## src/rtl/blur_pkg.sv

```systemverilog
// Shared definitions for the blur output path: image geometry, pixel type and
// the stream-reader state encoding.
package blur_pkg;

  localparam int IMG_W       = 640;
  localparam int IMG_H       = 480;
  localparam int BLUR_BORDER = 2;

  typedef struct packed {
    logic [7:0] r;
    logic [7:0] g;
    logic [7:0] b;
  } rgb_t;

  typedef enum logic [1:0] {
    IDLE,
    STREAM,
    DONE
  } reader_state_t;

endpackage

```

## src/rtl/blur_skid_fifo.sv

```systemverilog
// Two-entry skid FIFO between the buffer read pipeline and the output stream.
// Each entry carries a pixel plus a flag marking it as a border-fill position.
module blur_skid_fifo
  import blur_pkg::*;
(
  input  logic       clk,
  input  logic       rst_n,
  input  logic       i_push,
  input  rgb_t       i_pushData,
  input  logic       i_pushFill,
  input  logic       i_pop,
  output rgb_t       o_headData,
  output logic       o_headFill,
  output logic [1:0] o_count
);

  rgb_t       r_data [2];
  logic [1:0] r_fill;
  logic       r_rdPtr;
  logic       r_wrPtr;
  logic [1:0] r_count;

  // The caller never pushes into a full FIFO or pops an empty one.
  always_ff @(posedge clk or negedge rst_n) begin
    if (!rst_n) begin
      r_data[0] <= '0;
      r_data[1] <= '0;
      r_fill    <= '0;
      r_rdPtr   <= 1'b0;
      r_wrPtr   <= 1'b0;
      r_count   <= '0;
    end else begin
      if (i_push) begin
        r_data[r_wrPtr] <= i_pushData;
        r_fill[r_wrPtr] <= i_pushFill;
        r_wrPtr         <= ~r_wrPtr;
      end
      if (i_pop) begin
        r_rdPtr <= ~r_rdPtr;
      end
      r_count <= r_count + 2'(i_push) - 2'(i_pop);
    end
  end

  assign o_headData = r_data[r_rdPtr];
  assign o_headFill = r_fill[r_rdPtr];
  assign o_count    = r_count;

endmodule

```

## src/rtl/blur_stream_reader.sv

```systemverilog
// Drains the blur output buffers into a valid/ready pixel stream with frame markers.
// Optional border fill is enabled by defining BLUR_READER_BORDER_FILL_EN.
module blur_stream_reader
  import blur_pkg::*;
#(
  parameter int   OUT_W    = IMG_W - 2 * BLUR_BORDER,
  parameter int   OUT_H    = IMG_H - 2 * BLUR_BORDER,
  parameter int   BORDER   = BLUR_BORDER,
  parameter rgb_t FILL_RGB = 24'h000000
) (
  input  logic       clk,
  input  logic       rst_n,
  input  logic       src_avail,
  input  rgb_t       src_rgb,
  output logic       rd_en,
  output logic       out_valid,
  input  logic       out_ready,
  output rgb_t       out_rgb,
  output logic       out_sof,
  output logic       out_eol,
  output logic       out_eof,
  output logic [9:0] out_x,
  output logic [8:0] out_y,
  output logic       frame_done
);

`ifdef BLUR_READER_BORDER_FILL_EN
  localparam int FRAME_W = OUT_W + 2 * BORDER;
  localparam int FRAME_H = OUT_H + 2 * BORDER;
`else
  localparam int FRAME_W = OUT_W;
  localparam int FRAME_H = OUT_H;
`endif

  localparam logic [9:0] LAST_X = 10'(FRAME_W - 1);
  localparam logic [8:0] LAST_Y = 9'(FRAME_H - 1);

  reader_state_t r_state;
  reader_state_t w_nextState;

  logic [9:0] r_x;
  logic [8:0] r_y;
  logic [9:0] r_ix;
  logic [8:0] r_iy;
  logic       r_issueDone;
  logic       r_inflight;
  logic       r_inflightFill;

  rgb_t       w_headData;
  logic       w_headFill;
  logic [1:0] w_count;
  logic       w_transfer;
  logic       w_headEol;
  logic       w_headEof;
  logic [2:0] w_occNext;
  logic       w_credit;
  logic       w_border;
  logic       w_canIssue;

  blur_skid_fifo u_skid (
    .clk        (clk),
    .rst_n      (rst_n),
    .i_push     (r_inflight),
    .i_pushData (src_rgb),
    .i_pushFill (r_inflightFill),
    .i_pop      (w_transfer),
    .o_headData (w_headData),
    .o_headFill (w_headFill),
    .o_count    (w_count)
  );

  assign out_valid  = (w_count != 2'd0);
  assign w_transfer = out_valid && out_ready;
  assign w_headEol  = (r_x == LAST_X);
  assign w_headEof  = w_headEol && (r_y == LAST_Y);

  // Occupancy is counted after this cycle's pop so a draining FIFO keeps 1 pixel/cycle.
  assign w_occNext = {1'b0, w_count} + {2'b0, r_inflight} - {2'b0, w_transfer};
  assign w_credit  = (w_occNext < 3'd2);

`ifdef BLUR_READER_BORDER_FILL_EN
  assign w_border = (r_ix < 10'(BORDER)) || (r_ix >= 10'(OUT_W + BORDER)) ||
                    (r_iy < 9'(BORDER))  || (r_iy >= 9'(OUT_H + BORDER));
`else
  assign w_border = 1'b0;
`endif

  always_ff @(posedge clk or negedge rst_n) begin
    if (!rst_n) begin
      r_state <= IDLE;
    end else begin
      r_state <= w_nextState;
    end
  end

  always_comb begin
    w_nextState = r_state;
    case (r_state)
      IDLE:    if (src_avail) w_nextState = STREAM;
      STREAM:  if (w_transfer && w_headEof) w_nextState = DONE;
      DONE:    w_nextState = IDLE;
      default: w_nextState = IDLE;
    endcase
  end

  always_comb begin
    w_canIssue = 1'b0;
    rd_en      = 1'b0;
    frame_done = 1'b0;
    case (r_state)
      STREAM: begin
        w_canIssue = !r_issueDone && w_credit && (w_border || src_avail);
        rd_en      = w_canIssue && !w_border;
      end
      DONE:    frame_done = 1'b1;
      default: ;
    endcase
  end

  // Issue-side position: which frame position the next read or fill belongs to.
  always_ff @(posedge clk or negedge rst_n) begin
    if (!rst_n) begin
      r_ix           <= '0;
      r_iy           <= '0;
      r_issueDone    <= 1'b0;
      r_inflight     <= 1'b0;
      r_inflightFill <= 1'b0;
    end else begin
      r_inflight     <= w_canIssue;
      r_inflightFill <= w_canIssue && w_border;
      if (r_state == DONE) begin
        r_ix        <= '0;
        r_iy        <= '0;
        r_issueDone <= 1'b0;
      end else if (w_canIssue) begin
        if (r_ix == LAST_X) begin
          r_ix <= '0;
          if (r_iy == LAST_Y) begin
            r_iy        <= '0;
            r_issueDone <= 1'b1;
          end else begin
            r_iy <= r_iy + 9'd1;
          end
        end else begin
          r_ix <= r_ix + 10'd1;
        end
      end
    end
  end

  always_ff @(posedge clk or negedge rst_n) begin
    if (!rst_n) begin
      r_x <= '0;
      r_y <= '0;
    end else if (r_state == DONE) begin
      r_x <= '0;
      r_y <= '0;
    end else if (w_transfer) begin
      if (w_headEol) begin
        r_x <= '0;
        r_y <= w_headEof ? 9'd0 : r_y + 9'd1;
      end else begin
        r_x <= r_x + 10'd1;
      end
    end
  end

  assign out_rgb = w_headFill ? FILL_RGB : w_headData;
  assign out_sof = out_valid && (r_x == 10'd0) && (r_y == 9'd0);
  assign out_eol = out_valid && w_headEol;
  assign out_eof = out_valid && w_headEof;
  assign out_x   = r_x;
  assign out_y   = r_y;

endmodule

```

## config.mk

```make
export PLATFORM = sky130hd
export DESIGN_NAME = blur_stream_reader
export DESIGN_NICKNAME = d
export VERILOG_FILES = /design/src/rtl/blur_pkg.sv /design/src/rtl/blur_skid_fifo.sv /design/src/rtl/blur_stream_reader.sv
export SDC_FILE = /design/constraint.sdc
export NUM_CORES = 1
export LEC_CHECK = 0
export ABC_AREA = 1
export CAP_MARGIN = 25
export CORE_MARGIN = 2
export CORE_UTILIZATION = 45
export CTS_BUF_LIST = sky130_fd_sc_hd__clkbuf_4 sky130_fd_sc_hd__clkbuf_8
export CTS_CLUSTER_SIZE = 25
export DETAILED_ROUTE_END_ITERATION = 16
export PLACE_DENSITY_LB_ADDON = 0.15
export SYNTH_ARGS = -nofsm -noshare
export SYNTH_HDL_FRONTEND = slang
export SYNTH_SLANG_ARGS = --single-unit
```

## constraint.sdc

```tcl
create_clock -name clk -period 7 [get_ports clk]
set_input_delay 1.05 -clock clk [delete_from_list [all_inputs] [get_ports clk]]
set_output_delay 1.05 -clock clk [all_outputs]
set_load 0.05 [all_outputs]
```

Yosys cells after proc, flatten, opt, wreduce, memory -nomap -nowiden
Index checks and enable logic that the tools add are counted.
Word-level totals
  bits in registers: 96
  input bits: 28
  output and inout bits: 49
Cells by class
  add/sub/neg operators: 8
  order comparisons: 7
  equality and inequality tests: 8
  multiplexer cells: 34
  bitwise gates (word level): 6
  reductions and logical operators: 25
Operator list (count)
  two-way mux 24 bit: 5
  two-way mux 9 bit: 8
  two-way mux 10 bit: 6
  bitwise mux 48 bit: 1
  demux 24 bit (select 1 bit): 1
  adder 10 x 1 -> 10 bit, second input constant: 2
  == test 10 bit, second input constant: 2
  adder 9 x 1 -> 9 bit, second input constant: 2
  == test 9 bit, second input constant: 2
  nonzero test 2 bit: 6
  logical AND 1 bit: 11
  logical NOT 10 bit: 1
  logical NOT 9 bit: 1
  two-way mux 1 bit: 9
  AND reduction 2 bit: 3
  >= comparator 2 bit, second input constant: 2
  < comparator 1 x 2 -> 1 bit, second input constant: 2
  two-way mux 2 bit: 2
  != test 2 bit, second input constant: 2
  NOT 1 -> 2 bit: 2
  case mux 2 bit (2 select lines): 1
  adder 2 x 1 -> 3 bit: 1
  < comparator 3 x 2 -> 1 bit, second input constant: 1
  AND reduction 3 bit: 1
  13 further kinds: 14

Logic depth before layout (Yosys ltp)
  word-level depth: 9
  mapped depth: 16

By module
A second synthesis with hierarchy kept.
Second synthesis, totals
  cells, all modules: 743
  area, all modules: 5361.4 µm²
Modules (own cells, without submodules)
  blur_stream_reader: times used 1, cells each 455, area each 2947.8 µm², seq. area each 1051.0 µm²
  blur_skid_fifo: times used 1, cells each 288, area each 2413.6 µm², seq. area each 1351.3 µm²

Worst setup path after synthesis
Ideal clock, no wire load.
  path type: input -> output
  from: input port out_ready
  to: output port rd_en
  data arrival time: 2742 ps
  required time: 5950 ps
  slack: 3208 ps
  stages on the path: 11
  path buffers: 0
  cells stage by stage: inv_1 nor2_1 ha_1 inv_1 ha_1 fa_1 inv_1 nand2_1 nor2_1 nand3_2 inv_1
On the way
  word-level cells in the longest chain between the ends: 6
Ends and longest elaborated chain
  start, declared: line blur_stream_reader.sv:17  | input logic out_ready,
  logical AND 1 bit: line blur_stream_reader.sv:73  | assign w_transfer = out_valid && out_ready;
  named net u_skid.i_pop: line blur_skid_fifo.sv:11  | input logic i_pop,
  subtractor 3 x 1 -> 3 bit: line blur_stream_reader.sv:78  | assign w_occNext = {1'b0, w_count} + {2'b0, r_inflight} - {2'b0, w_transfer};
  named net w_occNext[1]: line blur_stream_reader.sv:55  | logic [2:0] w_occNext;
  < comparator 3 x 2 -> 1 bit: line blur_stream_reader.sv:79  | assign w_credit = (w_occNext < 3'd2);
  logical AND 1 bit (2 in series): line blur_stream_reader.sv:112  | w_canIssue = !r_issueDone && w_credit && (w_border || src_avail);
  two-way mux 1 bit: line blur_stream_reader.sv:110  | case (r_state)
  end, declared: line blur_stream_reader.sv:15  | output logic rd_en,
The timed path passes the listed nets, and every way through them passes these cells.

Worst setup path in the final report
Same ends and word-level chain as after synthesis.

==> results by group <==
Clock network
  – Number of clock buffers inserted by TritonCTS: 9
  – Total of cells resized after clock tree synthesis: 0
  – Insertion delay to the later sink of the worst-skew pair: 0.37 ns
  – Clock Root Buffer: sky130_fd_sc_hd__clkbuf_8
  – Buffer count from post-CTS setup fixing: 0
  – CTS tree: built
  – Clk pin slew, worst setup/hold paths: 0.09 ns
  – Sink Count: 96
  – H-Tree Depth: 3
  – Clock tree buffer depth: 2
  – Number of hold buffers added after CTS: 0

Place
  – IO buf count: 76
  – Total placed instance area: 6112 sq um
  – Placed instance count: 934
  – Last weighted congestion value of the routability-driven placer: 0.8933
  – Placed wire-length estimate after detailed placement: 8033 um

Layout
  – Area growth from synthesis to layout: 19.50%
  – Final std cells w/o fill: 949
  – Area of all placed cells without fillers: 6317 sq um
  – Share of post-route cells with drive strength above 1: 0.05335
  – Count of inserted antenna diode cells: 0
  – Most common cell after layout, fill and taps aside: sky130_fd_sc_hd__nand2_1
  – Nets: 839
  – Most frequent cells in the layout: 272 x sky130_fd_sc_hd__nand2_1, 104 x sky130_fd_sc_hd__inv_1, 96 x sky130_fd_sc_hd__dfrtp_1

Global routing
  – Remaining global-route overflow: 0
  – Top Usage Layer GRT: met2
  – Met3 usage in global routing: 0.03456
  – Overall fraction of global-route tracks in use: 0.1944
  – Routing usage on met1: 0.2614
  – Wire length of the first global-routing pass: 20220 um
  – Maximum number of pins on one net before global-route repair: 73
  – Met2 track demand over resource: 0.3112
  – Number of antenna violations at the first check in global routing: 0
  – Via count of the first global-routing pass: 4429

Timing
  – Minimum clock period after layout: 5.198 ns
  – Final Hold Viols: 0
  – Slew at the pin closest to its max-slew limit: 0.8862 ns
  – Period utilization: 0.7426
  – Max_slew headroom: 0.4092
  – Unrepaired setup endpoints after global routing: false
  – Post-Route Setup TNS: 0 ns
  – Max Freq: 192.4 MHz
  – Clock tree skew after final layout: 0.007173 ns
  – Final-report setup violation count: 0
  – Final-report max-slew violation count: 0

Routing
  – First-pass detailed-route iteration total: 5
  – Routed via count: 4702
  – Wire per inst: 12.44 um
  – Vias/cell: 4.955
  – Residual antenna-violating net count after detailed routing: 0
  – Total detailed-routing wirelength: 11810 um
  – Count of unresolved DRC violations after routing: 0
  – Violation count after the first detailed-route iteration: 385

Yosys
  – Mapped Area: 5286 sq um
  – Cell count after synthesis: 736
  – Post-synth EDFFs: 0
  – FF+latch count, synth: 96
  – Net count of the mapped netlist: 773
  – Sequential cell area fraction in the yosys report: 0.4544
  – Mapped Avg Cell Area: 7.182 sq um
  – Number of distinct library cells after synthesis: 32
  – Share of synthesized flip-flops with an asynchronous set or reset: 1.000
  – Total number of yosys warnings: 0
  – Primary FF master, synth: sky130_fd_sc_hd__dfrtp_1

Power
  – Static power due to leakage: 3.261 nW
  – Power density normalized to cell area: 425.8 nW/um^2
  – Internal power contribution: 1.394 mW
  – Max IR drop VDD: 0.3312 mV
  – Comb power frac: 0.533
  – Sw Pwr: 1.296 mW
  – Clock share of power: 0.141
  – Sw Share: 0.4819
  – Relative contribution of sequential cells to total power: 0.326

Floorplan
  – Width of the die: 112.4 um
  – Number of rows in the core area: 39
  – Area of the die: 12630 sq um
  – Initial Util: 0.4630
  – Std-Cell Core Area: 11420 sq um
  – I/O Pins: 77
  – Die extent in y: 112.4 um

Critical path
  – Capturing element type of the critical path: output port
  – Type of the setup path with the least slack: primary input to output port
  – Critical Path RT: 5.95 ns
  – Startpoint Class: primary input
  – Critical path arrival: 4.15 ns
  – Largest fanout on the critical path: 5

Worst hold path
  – Worst min path class: flip-flop to flip-flop

Run
  – Number of max-cap violations: 0

Outcome
  – Run status: finished, final reports clean
area by class of cell:
cell class | count | area (sq um)
Fill cell | 1131 | 5101
Clock inverter | 2 | 38.79
Inverter | 110 | 412.9
Clock buffer | 13 | 166.4
Timing Repair Buffer | 81 | 795.8
Sequential cell | 96 | 2402
Tap cell | 143 | 178.9
Multi-Input combinational cell | 504 | 2322
power by group through the flow:
| stage | clock [mW] | sequential (mW) | combinational, mW |
|---|---|---|---|
| 6_report | 0.379 | 0.878 | 1.43 |
| 2_1_floorplan | 0 | 0.912 | 0.985 |
| 5_1_grt | 0.418 | 0.903 | 1.57 |
| 4_1_cts | 0.392 | 0.877 | 1.45 |
| 3_3_place_gp | 0 | 0.879 | 1.42 |
| 3_5_place_dp | 0 | 0.887 | 1.44 |
sequential cells by signal (all words and copies together), names as in the netlist:
| register | flops |
|---|---|
| out_x | 10 |
| out_y | 9 |
| r_inflight | 1 |
| r_issueDone | 1 |
| r_ix | 10 |
| r_iy | 9 |
| r_state | 2 |
| u_skid.o_count | 2 |
| u_skid.r_data | 48 |
| u_skid.r_fill | 2 |
| u_skid.r_rdPtr | 1 |
| u_skid.r_wrPtr | 1 |
worst max-delay path, cell delays in order:
cell                              delay [ns]
sky130_fd_sc_hd__clkdlybuf4s50_1        0.57
sky130_fd_sc_hd__inv_1                  0.06
sky130_fd_sc_hd__nor2_1                 0.18
sky130_fd_sc_hd__ha_1                   0.27
sky130_fd_sc_hd__inv_1                  0.06
sky130_fd_sc_hd__ha_1                   0.17
sky130_fd_sc_hd__fa_1                   0.44
sky130_fd_sc_hd__inv_1                  0.07
sky130_fd_sc_hd__nand2_1                0.04
sky130_fd_sc_hd__nor2_1                 0.10
sky130_fd_sc_hd__nand3_2                0.13
sky130_fd_sc_hd__inv_1                  0.18
sky130_fd_sc_hd__clkdlybuf4s50_1        0.83
kinds of logic after synthesis:
group | Yosys count | share of synthesized area
AOI/OAI and AO/OA | 76 | 0.07740
and+or+nand+nor | 413 | 0.3292
DFF | 96 | 0.4544
xor gates and xnor gates | 6 | 0.009941
adders and majority gates | 9 | 0.02272
buffers and inverters | 136 | 0.1063
metal layers:
| layer | routed length [um] | vias to the layer above |
|---|---|---|
| met1 | 5562 | 2170 |
| met4 | 268 | 0 |
| met5 | 0 | - |
| met2 | 5446 | 104 |
| met3 | 530 | 19 |
| li1 | - | 2409 |
worst paths after layout:
kind | start | to | slack (ns) | cells past startpoint
setup reg to reg | u_skid.o_count[1]$_DFF_PN0_ | r_iy[8]$_DFFE_PN0P_ | 4.06 | 14
max in group asynchronous | rst_n | out_y[0]$_DFFE_PN0P_ | 5.22 | 2
setup / recovery | out_ready | rd_en | 1.80 | 13
hold reg to reg | r_issueDone$_DFFE_PN0P_ | r_issueDone$_DFFE_PN0P_ | 0.48 | 2
hold / removal | r_issueDone$_DFFE_PN0P_ | r_issueDone$_DFFE_PN0P_ | 0.48 | 2
min in group asynchronous | rst_n | u_skid.r_data[17]$_DFFE_PN0P_ | 0.58 | 1
synth_stat cells (2+ instances only):
| master | n | area, sq um |
|---|---|---|
| sky130_fd_sc_hd__o21ai_1 | 12 | 60.06 |
| sky130_fd_sc_hd__o21ai_4 | 2 | 32.53 |
| sky130_fd_sc_hd__nand4_1 | 17 | 106.4 |
| sky130_fd_sc_hd__ha_1 | 8 | 100.1 |
| sky130_fd_sc_hd__dfrtp_1 | 96 | 2402 |
| sky130_fd_sc_hd__xor2_1 | 5 | 43.79 |
| sky130_fd_sc_hd__nand2_2 | 6 | 37.54 |
| sky130_fd_sc_hd__nand3_1 | 40 | 200.2 |
| sky130_fd_sc_hd__nor3_1 | 15 | 75.07 |
| sky130_fd_sc_hd__or2_2 | 2 | 12.51 |
| sky130_fd_sc_hd__nor4_1 | 2 | 12.51 |
| sky130_fd_sc_hd__inv_1 | 104 | 390.4 |
| sky130_fd_sc_hd__inv_2 | 5 | 18.77 |
| sky130_fd_sc_hd__nand2_1 | 272 | 1021 |
| sky130_fd_sc_hd__a21oi_1 | 5 | 25.02 |
| sky130_fd_sc_hd__o21ai_0 | 55 | 275.3 |
| sky130_fd_sc_hd__buf_6 | 5 | 56.30 |
| sky130_fd_sc_hd__buf_2 | 10 | 50.05 |
| sky130_fd_sc_hd__clkbuf_1 | 8 | 30.03 |
| sky130_fd_sc_hd__nor2_4 | 3 | 33.78 |
| sky130_fd_sc_hd__buf_1 | 2 | 7.510 |
| sky130_fd_sc_hd__nor2_1 | 52 | 195.2 |
stage by stage:
step / hold WS [ns] / power [mW] / utilization / worst slack (ns)
finish: 0.4781 / 2.690 / 0.5533 / 1.802
global route: 0.5131 / 2.896 / 0.5533 / 1.606
CTS: 0.4818 / 2.716 / 0.5533 / 1.794
detailed placement: 0.4630 / 2.331 / 0.5353 / 1.804
global placement: 0.4644 / 2.301 / 0.5353 / 1.915
floorplan: 0.4425 / 1.898 / - / 3.208
Power figures use the tool's default switching activity.
